**src/rtl/ahb3lite_pkg.sv**
```systemverilog
// Shared AHB3-Lite/APB definitions: APB completer FSM states and PPROT bit positions.
package ahb3lite_pkg;

  typedef enum logic [1:0] {
    ST_IDLE = 2'd0,
    ST_WAIT = 2'd1,
    ST_RESP = 2'd2
  } apb_slv_fsm_states;

  localparam int PPROT_PRIVILEGED = 0;

endpackage

```
**src/rtl/apb_slave_ram.sv**
```systemverilog
// Byte-enabled storage array: synchronous write, combinational read, no reset.
module apb_slave_ram #(
  parameter int MEM_DEPTH  = 512,
  parameter int PDATA_SIZE = 8,
  localparam int AW = $clog2(MEM_DEPTH),
  localparam int SW = PDATA_SIZE / 8
) (
  input  logic                  clk_i,
  input  logic                  we_i,
  input  logic [SW-1:0]         be_i,
  input  logic [AW-1:0]         waddr_i,
  input  logic [PDATA_SIZE-1:0] wdata_i,
  input  logic [AW-1:0]         raddr_i,
  output logic [PDATA_SIZE-1:0] rdata_o
);

  logic [PDATA_SIZE-1:0] mem_q [MEM_DEPTH];

  always_ff @(posedge clk_i) begin
    if (we_i) begin
      for (int b = 0; b < SW; b++) begin
        if (be_i[b]) mem_q[waddr_i][8*b +: 8] <= wdata_i[8*b +: 8];
      end
    end
  end

  assign rdata_o = mem_q[raddr_i];

endmodule

```
**src/rtl/apb_slave_regbank.sv**
```systemverilog
// APB4 completer: RAM + read-only ID + saturating error counter, with
// programmable wait states and PSLVERR on unmapped/illegal/unprivileged access.
module apb_slave_regbank
  import ahb3lite_pkg::*;
#(
  parameter int                PADDR_SIZE = 10,
  parameter int                PDATA_SIZE = 8,
  parameter int                MEM_DEPTH  = 512,
  parameter logic [PDATA_SIZE-1:0] ID_VALUE = 'hA5,
  parameter bit                PRIV_ONLY  = 1'b0
) (
  input  logic                    PCLK,
  input  logic                    PRESETn,
  input  logic                    PSEL,
  input  logic                    PENABLE,
  input  logic [2:0]              PPROT,
  input  logic                    PWRITE,
  input  logic [PDATA_SIZE/8-1:0] PSTRB,
  input  logic [PADDR_SIZE-1:0]   PADDR,
  input  logic [PDATA_SIZE-1:0]   PWDATA,
  output logic [PDATA_SIZE-1:0]   PRDATA,
  output logic                    PREADY,
  output logic                    PSLVERR,
  input  logic [3:0]              WAIT_CYCLES,
  output logic                    ERR_IRQ
);

  localparam int OFS = $clog2(PDATA_SIZE / 8);
  localparam int IW  = PADDR_SIZE - OFS;
  localparam int SW  = PDATA_SIZE / 8;
  localparam int AW  = $clog2(MEM_DEPTH);

  function automatic logic [PDATA_SIZE-1:0] sat_inc(input logic [PDATA_SIZE-1:0] v);
    return (&v) ? v : v + PDATA_SIZE'(1);
  endfunction

  apb_slv_fsm_states     state_q;
  logic [3:0]            cnt_q;
  logic [IW-1:0]         idx_q, idx_d;
  logic                  write_q, write_d;
  logic                  priv_q, priv_d;
  logic [SW-1:0]         strb_q;
  logic [PDATA_SIZE-1:0] wdata_q;
  logic [PDATA_SIZE-1:0] prdata_q, errcnt_q, rsp_data, ram_rdata;
  logic                  pready_q, pslverr_q, err_irq_q;
  logic                  setup, is_ram, is_id, is_errcnt, rsp_err, ram_we;
  logic                  unused_prot;

  assign setup       = (state_q == ST_IDLE) && PSEL && !PENABLE;
  assign unused_prot = ^PPROT[2:1];

  // In the setup cycle the live bus is decoded so zero-wait responses load on
  // the same edge; afterwards only the latched transfer is used.
  always_comb begin
    idx_d   = idx_q;
    write_d = write_q;
    priv_d  = priv_q;
    if (setup) begin
      idx_d   = PADDR[PADDR_SIZE-1:OFS];
      write_d = PWRITE;
      priv_d  = PPROT[PPROT_PRIVILEGED];
    end
  end

  always_comb begin
    is_ram    = idx_d < IW'(MEM_DEPTH);
    is_id     = idx_d == IW'(MEM_DEPTH);
    is_errcnt = idx_d == IW'(MEM_DEPTH + 1);
    rsp_err   = !(is_ram || is_id || is_errcnt) || (is_id && write_d) ||
                (PRIV_ONLY && !priv_d);
    rsp_data  = '0;
    if (!rsp_err && !write_d) begin
      if (is_ram)     rsp_data = ram_rdata;
      else if (is_id) rsp_data = ID_VALUE;
      else            rsp_data = errcnt_q;
    end
  end

  always_ff @(posedge PCLK) begin
    if (setup) begin
      idx_q   <= idx_d;
      write_q <= write_d;
      priv_q  <= priv_d;
      strb_q  <= PSTRB;
      wdata_q <= PWDATA;
    end
  end

  assign ram_we = (state_q == ST_RESP) && PSEL && PENABLE && !pslverr_q &&
                  write_q && is_ram;

  apb_slave_ram #(
    .MEM_DEPTH  (MEM_DEPTH),
    .PDATA_SIZE (PDATA_SIZE)
  ) u_ram (
    .clk_i   (PCLK),
    .we_i    (ram_we),
    .be_i    (strb_q),
    .waddr_i (idx_q[AW-1:0]),
    .wdata_i (wdata_q),
    .raddr_i (idx_d[AW-1:0]),
    .rdata_o (ram_rdata)
  );

  always_ff @(posedge PCLK or negedge PRESETn) begin
    if (!PRESETn) begin
      state_q   <= ST_IDLE;
      cnt_q     <= '0;
      pready_q  <= 1'b0;
      pslverr_q <= 1'b0;
      prdata_q  <= '0;
      errcnt_q  <= '0;
      err_irq_q <= 1'b0;
    end else begin
      err_irq_q <= (errcnt_q != '0);
      if (!PSEL) begin
        state_q   <= ST_IDLE;
        cnt_q     <= '0;
        pready_q  <= 1'b0;
        pslverr_q <= 1'b0;
        prdata_q  <= '0;
      end else begin
        case (state_q)
          ST_IDLE: begin
            if (!PENABLE) begin
              cnt_q <= WAIT_CYCLES;
              if (WAIT_CYCLES == 4'd0) begin
                state_q   <= ST_RESP;
                pready_q  <= 1'b1;
                pslverr_q <= rsp_err;
                prdata_q  <= rsp_data;
              end else begin
                state_q <= ST_WAIT;
              end
            end
          end
          ST_WAIT: begin
            cnt_q <= cnt_q - 4'd1;
            if (cnt_q == 4'd1) begin
              state_q   <= ST_RESP;
              pready_q  <= 1'b1;
              pslverr_q <= rsp_err;
              prdata_q  <= rsp_data;
            end
          end
          ST_RESP: begin
            if (PENABLE) begin
              state_q   <= ST_IDLE;
              pready_q  <= 1'b0;
              pslverr_q <= 1'b0;
              prdata_q  <= '0;
              // An erroring transfer only counts; a clear is never an error.
              if (pslverr_q)                            errcnt_q <= sat_inc(errcnt_q);
              else if (write_q && is_errcnt && |strb_q) errcnt_q <= '0;
            end
          end
          default: state_q <= ST_IDLE;
        endcase
      end
    end
  end

  assign PREADY  = pready_q;
  assign PSLVERR = pslverr_q;
  assign PRDATA  = prdata_q;
  assign ERR_IRQ = err_irq_q;

endmodule

```
**config.mk**
```make
export PLATFORM = sky130hd
export DESIGN_NAME = apb_slave_regbank
export DESIGN_NICKNAME = d
export VERILOG_FILES = /design/src/rtl/ahb3lite_pkg.sv /design/src/rtl/apb_slave_ram.sv /design/src/rtl/apb_slave_regbank.sv
export SDC_FILE = /design/constraint.sdc
export NUM_CORES = 2
export LEC_CHECK = 0
export ABC_AREA = 1
export ABC_CLOCK_PERIOD_IN_PS = 16200
export CAP_MARGIN = 20
export CORE_UTILIZATION = 40
export DETAILED_ROUTE_END_ITERATION = 16
export PLACE_DENSITY = 0.56
export SYNTH_ARGS = -nofsm -noshare
export SYNTH_HDL_FRONTEND = slang
export SYNTH_SLANG_ARGS = --single-unit
```
**constraint.sdc**
```tcl
create_clock -name PCLK -period 16.2 [get_ports PCLK]
set_input_delay 4.05 -clock PCLK [delete_from_list [all_inputs] [get_ports PCLK]]
set_output_delay 4.05 -clock PCLK [all_outputs]
set_load 0.05 [all_outputs]
```
# ---- After elaboration in Yosys (flattened, before gate mapping)
# Memory sizes are Yosys's and may differ from the RTL's.
# Cells that the tools add are included.
dict set report classes {
  n_mux 37
  eq_ne 12
  reduce_logical 28
  addsub 2
  n_lt_le_gt_ge 1
}
# op n
set op_table {}
lappend op_table {{$mux 8} 11}
lappend op_table {{$pmux 8 s3} 1}
lappend op_table {{$eq 10x10->1 const B} 2}
lappend op_table {{$mux 1} 13}
lappend op_table {{$logic_and 1x1->1} 11}
lappend op_table {{$lt 10x10->1 const B} 1}
lappend op_table {{$mux 10} 1}
lappend op_table {{$mux 2} 5}
lappend op_table {{$reduce_and 5->1} 2}
lappend op_table {{$ne 3x3->1 const B} 3}
lappend op_table {{$add 8x1->8 const B} 1}
lappend op_table {{$mux 4} 2}
lappend op_table {{$pmux 4 s2} 1}
lappend op_table {{$reduce_and 8->1} 1}
lappend op_table {{$reduce_bool 8->1} 1}
lappend op_table {{$pmux 1 s3} 2}
lappend op_table {{$pmux 2 s3} 1}
lappend op_table {{$logic_not 1->1} 5}
lappend op_table {{$eq 4x1->1 const B} 1}
lappend op_table {{$logic_not 4->1} 1}
lappend op_table {{$ne 4x1->1 const B} 1}
lappend op_table {{$sub 4x1->4 const B} 1}
lappend op_table {{$logic_or 1x1->1} 3}
lappend op_table {{$ne 3x1->1 const B} 1}
lappend op_table {{8 further kinds} 8}
dict set report word_totals {
  inputBits 31
  reg_bits 45
  mem_bits_rw 4096
  elab_cells 92
  mem_count 1
}
# name depth width rd rd_clocked_by_memory_dff write_ports line
set memory_table {}
lappend memory_table {u_ram.mem_q 512 8 1 0 1 apb_slave_ram.sv:17} ;# logic [PDATA_SIZE-1:0] mem_q [MEM_DEPTH];

# ---- Longest topological paths before layout
dict set report logic_depth {
  word_depth 16
  depth_mapped 27
  ltp_nobuf 25
}

# ---- Cells and area by module
# Synthesis repeated with hierarchy kept, for this count alone.
dict set report unflattened {
  cells_unflattened 14162
  area_unflattened_um2 168834.4
}
# mod area_per_inst_um2 seq_area_each_um2 instances cells_each
set by_module_without_submodules {}
lappend by_module_without_submodules {apb_slave_ram 166307.0 122998.0 1 13866}
lappend by_module_without_submodules {apb_slave_regbank 2527.4 1226.2 1 296}

# ---- Worst setup path before layout
# OpenSTA, ideal clock, no wires.
dict set report synth_path {
  kind {reg2reg}
  startpoint {register wdata_q[0]}
  endpoint {memory u_ram.mem_q[0][0], data pin}
  arrival_ps 6158
  slack_ps 8607
  n_path_buf 0
  t_required_ps 14765
  path_stages_with_launch 1
  setup_ps 1435
  cell_sequence {edfxtp_1}
}
# element line
set synth_rtl {}
lappend synth_rtl {{start, declared} apb_slave_regbank.sv:43} ;# logic [PDATA_SIZE-1:0] wdata_q;
lappend synth_rtl {{start signal, assigned} apb_slave_regbank.sv:85} ;# wdata_q <= PWDATA;
lappend synth_rtl {{end, declared} apb_slave_ram.sv:17}
# No word-level cell before the write port.

# ---- Final worst setup path
dict set report layout_path {
  startpoint {input port PSEL}
  endpoint {register prdata_q[2] (netlist: PRDATA[2])}
}
dict set report layout_between {
  elab_chain_len 15
  word_cells_on_any_way 30
  cone_classes {1 x order compare; 7 x eq/ne; 10 x mux; 11 x reduce/logical; 1 x memory}
}
# element line
set layout_lines {}
lappend layout_lines {{start, declared} apb_slave_regbank.sv:14} ;# input logic PSEL,
lappend layout_lines {{parallel branches: the longest is 15 deep, another holds $mem_v2 512x8} --}
lappend layout_lines {{end signal, assigned} apb_slave_regbank.sv:131} ;# prdata_q <= rsp_data;
lappend layout_lines {{end signal, assigned} apb_slave_regbank.sv:143} ;# prdata_q <= rsp_data;
lappend layout_lines {{end, declared} apb_slave_regbank.sv:44} ;# logic [PDATA_SIZE-1:0] prdata_q, errcnt_q, rsp_data, ram_rdata;
# Parallel ways; which one is timed is not known. The select of a mux whose other input is x is not followed.
# A chain may end at the register's enable or synchronous reset.

==> results.sh <==
export IMPL_worstPathCellList="clkdlybuf4s50_1 -> nand3_1 -> nand2_1 -> nand2_8 -> buf_4 -> nor2_4 -> buf_4 -> buf_12 -> nand2_1 -> nand3_1 -> nor2_1 -> nor3_1 -> nor2_1 -> nor2_1 -> nor2_1 -> nand2_1 -> nand3_1 -> nand2_1 -> nand2_1 -> nand2_1 -> nand2_1"
export IMPL_critPathSlowestCell="nand3_1"
export IMPL_gp_congestion=0.825
export IMPL_htree_levels=5
export IMPL_drt_met1_wl_um=214000
export IMPL_hold_class="flop to flop"
export IMPL_dieHeight_um=653
export IMPL_status="finished clean"
export IMPL_netlist_instances=14600
export IMPL_peakVddDrop_mv=0.134
export IMPL_fin_nets=14400
export IMPL_dp_cells=19600
export IMPL_synthArstFlopShare_pct=0.604
export IMPL_cts_hold_buffers=0
export IMPL_grt_max_degree=186
export IMPL_layout_common_cells="4116 x edfxtp_1, 4016 x nand2_1, 1959 x nand3_1"
export IMPL_cts_tree="built"
export IMPL_layout_commonest_cell="edfxtp_1"
export IMPL_syn_avg_cell_area_um2=11.6
export IMPL_cts_buffers=433
export IMPL_p_sw_mw=8.92
export IMPL_ys_types=43
export IMPL_cts_reportedPaths_clkPinSlew_ns=0.06
export IMPL_worst_path_largest_cell_delay_ns=0.74
export IMPL_syn2layout_area_growth_pct=11.4
export IMPL_ys_warn_count=0
export IMPL_grt_pass1_wl_um=716000
export IMPL_dr_pass1_iters=6
export IMPL_cts_sinks=4141
export IMPL_internal_power_mw=19.0
export IMPL_routed_via_density=5.37
export IMPL_critPathArrivalTime_ns=11.22
export IMPL_cts_buffer_depth=4
export IMPL_grt_pass1_vias=103000
export IMPL_synth_yosys_seq_area_share_pct=73.2
export IMPL_met3_length_um=36400
export IMPL_drc=0
export IMPL_wl_um=494000
export IMPL_grt_antenna_before_repair=20
export IMPL_synth_nets=14700
export IMPL_coreArea_mm2=0.421
export IMPL_finalCoreUtilization_pct=44.9
export IMPL_io_pins=42
export IMPL_path_buf_inv=4
export IMPL_vias=110000
export IMPL_cts_root_buf="clkbuf_16"
export IMPL_crit_path_frequent_cell="nand2_1"
export IMPL_p_leak_nw=66.5
export IMPL_crit_type="primary input to flop"
export IMPL_grt_overflow=0
export IMPL_synth_edff_count=4116
export IMPL_fin_crit_sh_pct=63.9
export IMPL_final_design_area_no_fill_mm2=0.189
export IMPL_rsz0062_at_grt="false"
export IMPL_power_share_switching_pct=31.9
export IMPL_power_total_mw=28.0
export IMPL_port_buffers=38
export IMPL_cp_data_required_time_ns=17.07
export IMPL_drive_above_1_share_pct=6.73
export IMPL_grt_usage_pct=22.7
export IMPL_fmax_ghz=0.0967
export IMPL_syn_cell_area_mm2=0.170
export IMPL_worstSetupStartpointType="primary input"
export IMPL_dr_wl_met2_um=225000
export IMPL_worstMarginPinSlew_ns=1.21
export IMPL_ys_ff_latch=4141
export IMPL_die_area_mm2=0.427
export IMPL_fp_dieW_um=653
export IMPL_fin_tns_setup_ns=0
export IMPL_clock_skew_final_ns=0.0371
export IMPL_stdcell_count=20400
export IMPL_placed_cell_area_mm2=0.175
export IMPL_rows=238
export IMPL_dp_hpwl_um=262000
export IMPL_p_comb_share_pct=21.9
export IMPL_clock_latency_ns=0.99
export IMPL_finalHoldViolCount=0
export IMPL_finalCriticalPeriod_ns=10.34
export IMPL_maxSlewViolCount=0
export IMPL_drt_iter0_markers=12200
export IMPL_synth_ff_type="edfxtp_1"
export IMPL_ctsResizeCount=0
export IMPL_clockPowerShare_pct=34.9
export IMPL_cts_setup_buffers=0
export IMPL_cp_max_fo=106
export IMPL_critical_path_top_delay_family="simple AND/OR/NAND/NOR gates"
export IMPL_seqPwrFrac_pct=43.1
export IMPL_antenna_left=0
export IMPL_start_util_pct=40.3
export IMPL_top_layer="met4"
export IMPL_maxSlewHeadroom_pct=19.5
export IMPL_cap_violations=0
export IMPL_setup_viol=0
export IMPL_p_per_area_mw_per_mm2=148
export IMPL_end_kind="flop"
export IMPL_routedWlPerCell_um=24.2
==> final cells by class <==
cell class	instances	area (um2)
Clock inverter	254	2230
Sequential cell	4141	124000
Inverter	751	2860
Multi-Input combinational cell	8855	38900
Tap cell	5640	7060
Antenna cell	4	10.0
Fill cell	38300	232000
Timing Repair Buffer	211	2150
Clock buffer	540	11500
==> logic make-up (layout without fill, tap and decap cells) <==
family / after synthesis / in the layout / synth area share [%]
buffers and inverters: 1653 / 1756 / 4.00
and+or+nand+nor: 7779 / 7779 / 19.2
other: 0 / 4 / 0
DFF: 4141 / 4141 / 73.2
AOI/OAI and AO/OA: 1068 / 1068 / 3.56
adders and majority gates: 7 / 7 / 0.0516
muxes: 1 / 1 / 0.00590
==> final timing paths <==
path                                             start                 endpoint  slack (ns)  cells past startpoint
worst max-delay path                              PSEL    PRDATA[2]$_DFFE_PN0P_        5.86                     21
worst min-delay path                PREADY$_DFFE_PN0P_       PREADY$_DFFE_PN0P_        0.49                      2
worst max register to register  state_q[1]$_DFFE_PN0P_    PRDATA[2]$_DFFE_PN0P_        8.87                     22
worst min register to register      PREADY$_DFFE_PN0P_       PREADY$_DFFE_PN0P_        0.49                      2
max in group asynchronous                      PRESETn  errcnt_q[0]$_DFFE_PN0P_       12.49                      2
min in group asynchronous                      PRESETn     cnt_q[1]$_DFFE_PN0P_        3.43                      2
==> worst reg2reg max path: stages, from the launching register on <==
cell	delay [ns]
dfrtp_1	0.39
inv_1	0.09
ha_1	0.21
nand3_1	0.70
nand2_1	0.49
nand2_8	0.54
buf_4	0.52
nor2_4	0.55
buf_4	0.63
buf_12	0.61
nand2_1	0.29
nand3_1	0.10
nor2_1	0.06
nor3_1	0.34
nor2_1	0.09
nor2_1	0.25
nor2_1	0.17
nand2_1	0.09
nand3_1	0.38
nand2_1	0.46
nand2_1	0.10
nand2_1	0.11
nand2_1	0.05
==> cell usage after synthesis, types with 2 or more instances <==
cell type	instances	area, um2
o21a_1	2	15.0
nand2_1	4034	15100
a31oi_1	20	125
a21oi_1	238	1190
o21ai_1	92	460
nand3b_1	18	135
a211oi_1	14	105
or2_2	170	1060
o211ai_1	104	781
o22ai_1	3	18.8
buf_1	58	218
inv_1	744	2790
nor3_1	15	75.1
clkbuf_1	406	1520
nand3_1	1959	9800
nor3_2	3	30.0
o21ai_2	4	35.0
o221ai_1	56	490
nand2_4	2	22.5
nor2_1	1466	5500
or2_0	3	18.8
buf_2	424	2120
ha_1	7	87.6
nand4_1	89	557
dfrtp_1	25	626
o2111ai_1	34	298
or2_1	8	50.1
edfxtp_1	4116	124000
nand2_2	4	25.0
inv_2	6	22.5
buf_4	12	90.1
o21ai_0	500	2500
nor3b_1	3	22.5
==> metrics by stage <==
stage | hold slack, ns | setup slack (ns)
after floorplan | 0.456 | 8.61
after global placement | 0.468 | 5.03
after detailed placement | 0.474 | 5.01
after CTS | 0.491 | 6.07
after global routing | 0.510 | 5.79
final | 0.494 | 5.86
==> routing by layer <==
layer  up-vias  track usage (%)
li1      50200                -
met1     54400             32.4
met2      4161             35.6
met3       824             3.01
met4         0             8.02
met5         -                0
==> state kept, by name (all words and copies together), names as in the netlist <==
register,flops
u_ram.mem_q,4096
idx_q,10
PRDATA,8
errcnt_q,8
wdata_q,8
cnt_q,4
state_q,2
ERR_IRQ,1
PREADY,1
PSLVERR,1
strb_q,1
write_q,1
==> power by group through the flow <==
| stage | Sequential [mW] | Combinational (mW) | Clock (mW) |
|---|---|---|---|
| finish | 12.1 | 6.14 | 9.77 |
| global route | 12.1 | 6.61 | 10.3 |
| CTS | 12.1 | 6.10 | 9.86 |
| detailed placement | 12.3 | 6.09 | 0 |
| global placement | 12.3 | 6.05 | 0 |
| floorplan | 12.6 | 3.42 | 0 |
No activity file was read; power rests on OpenSTA's default activity.
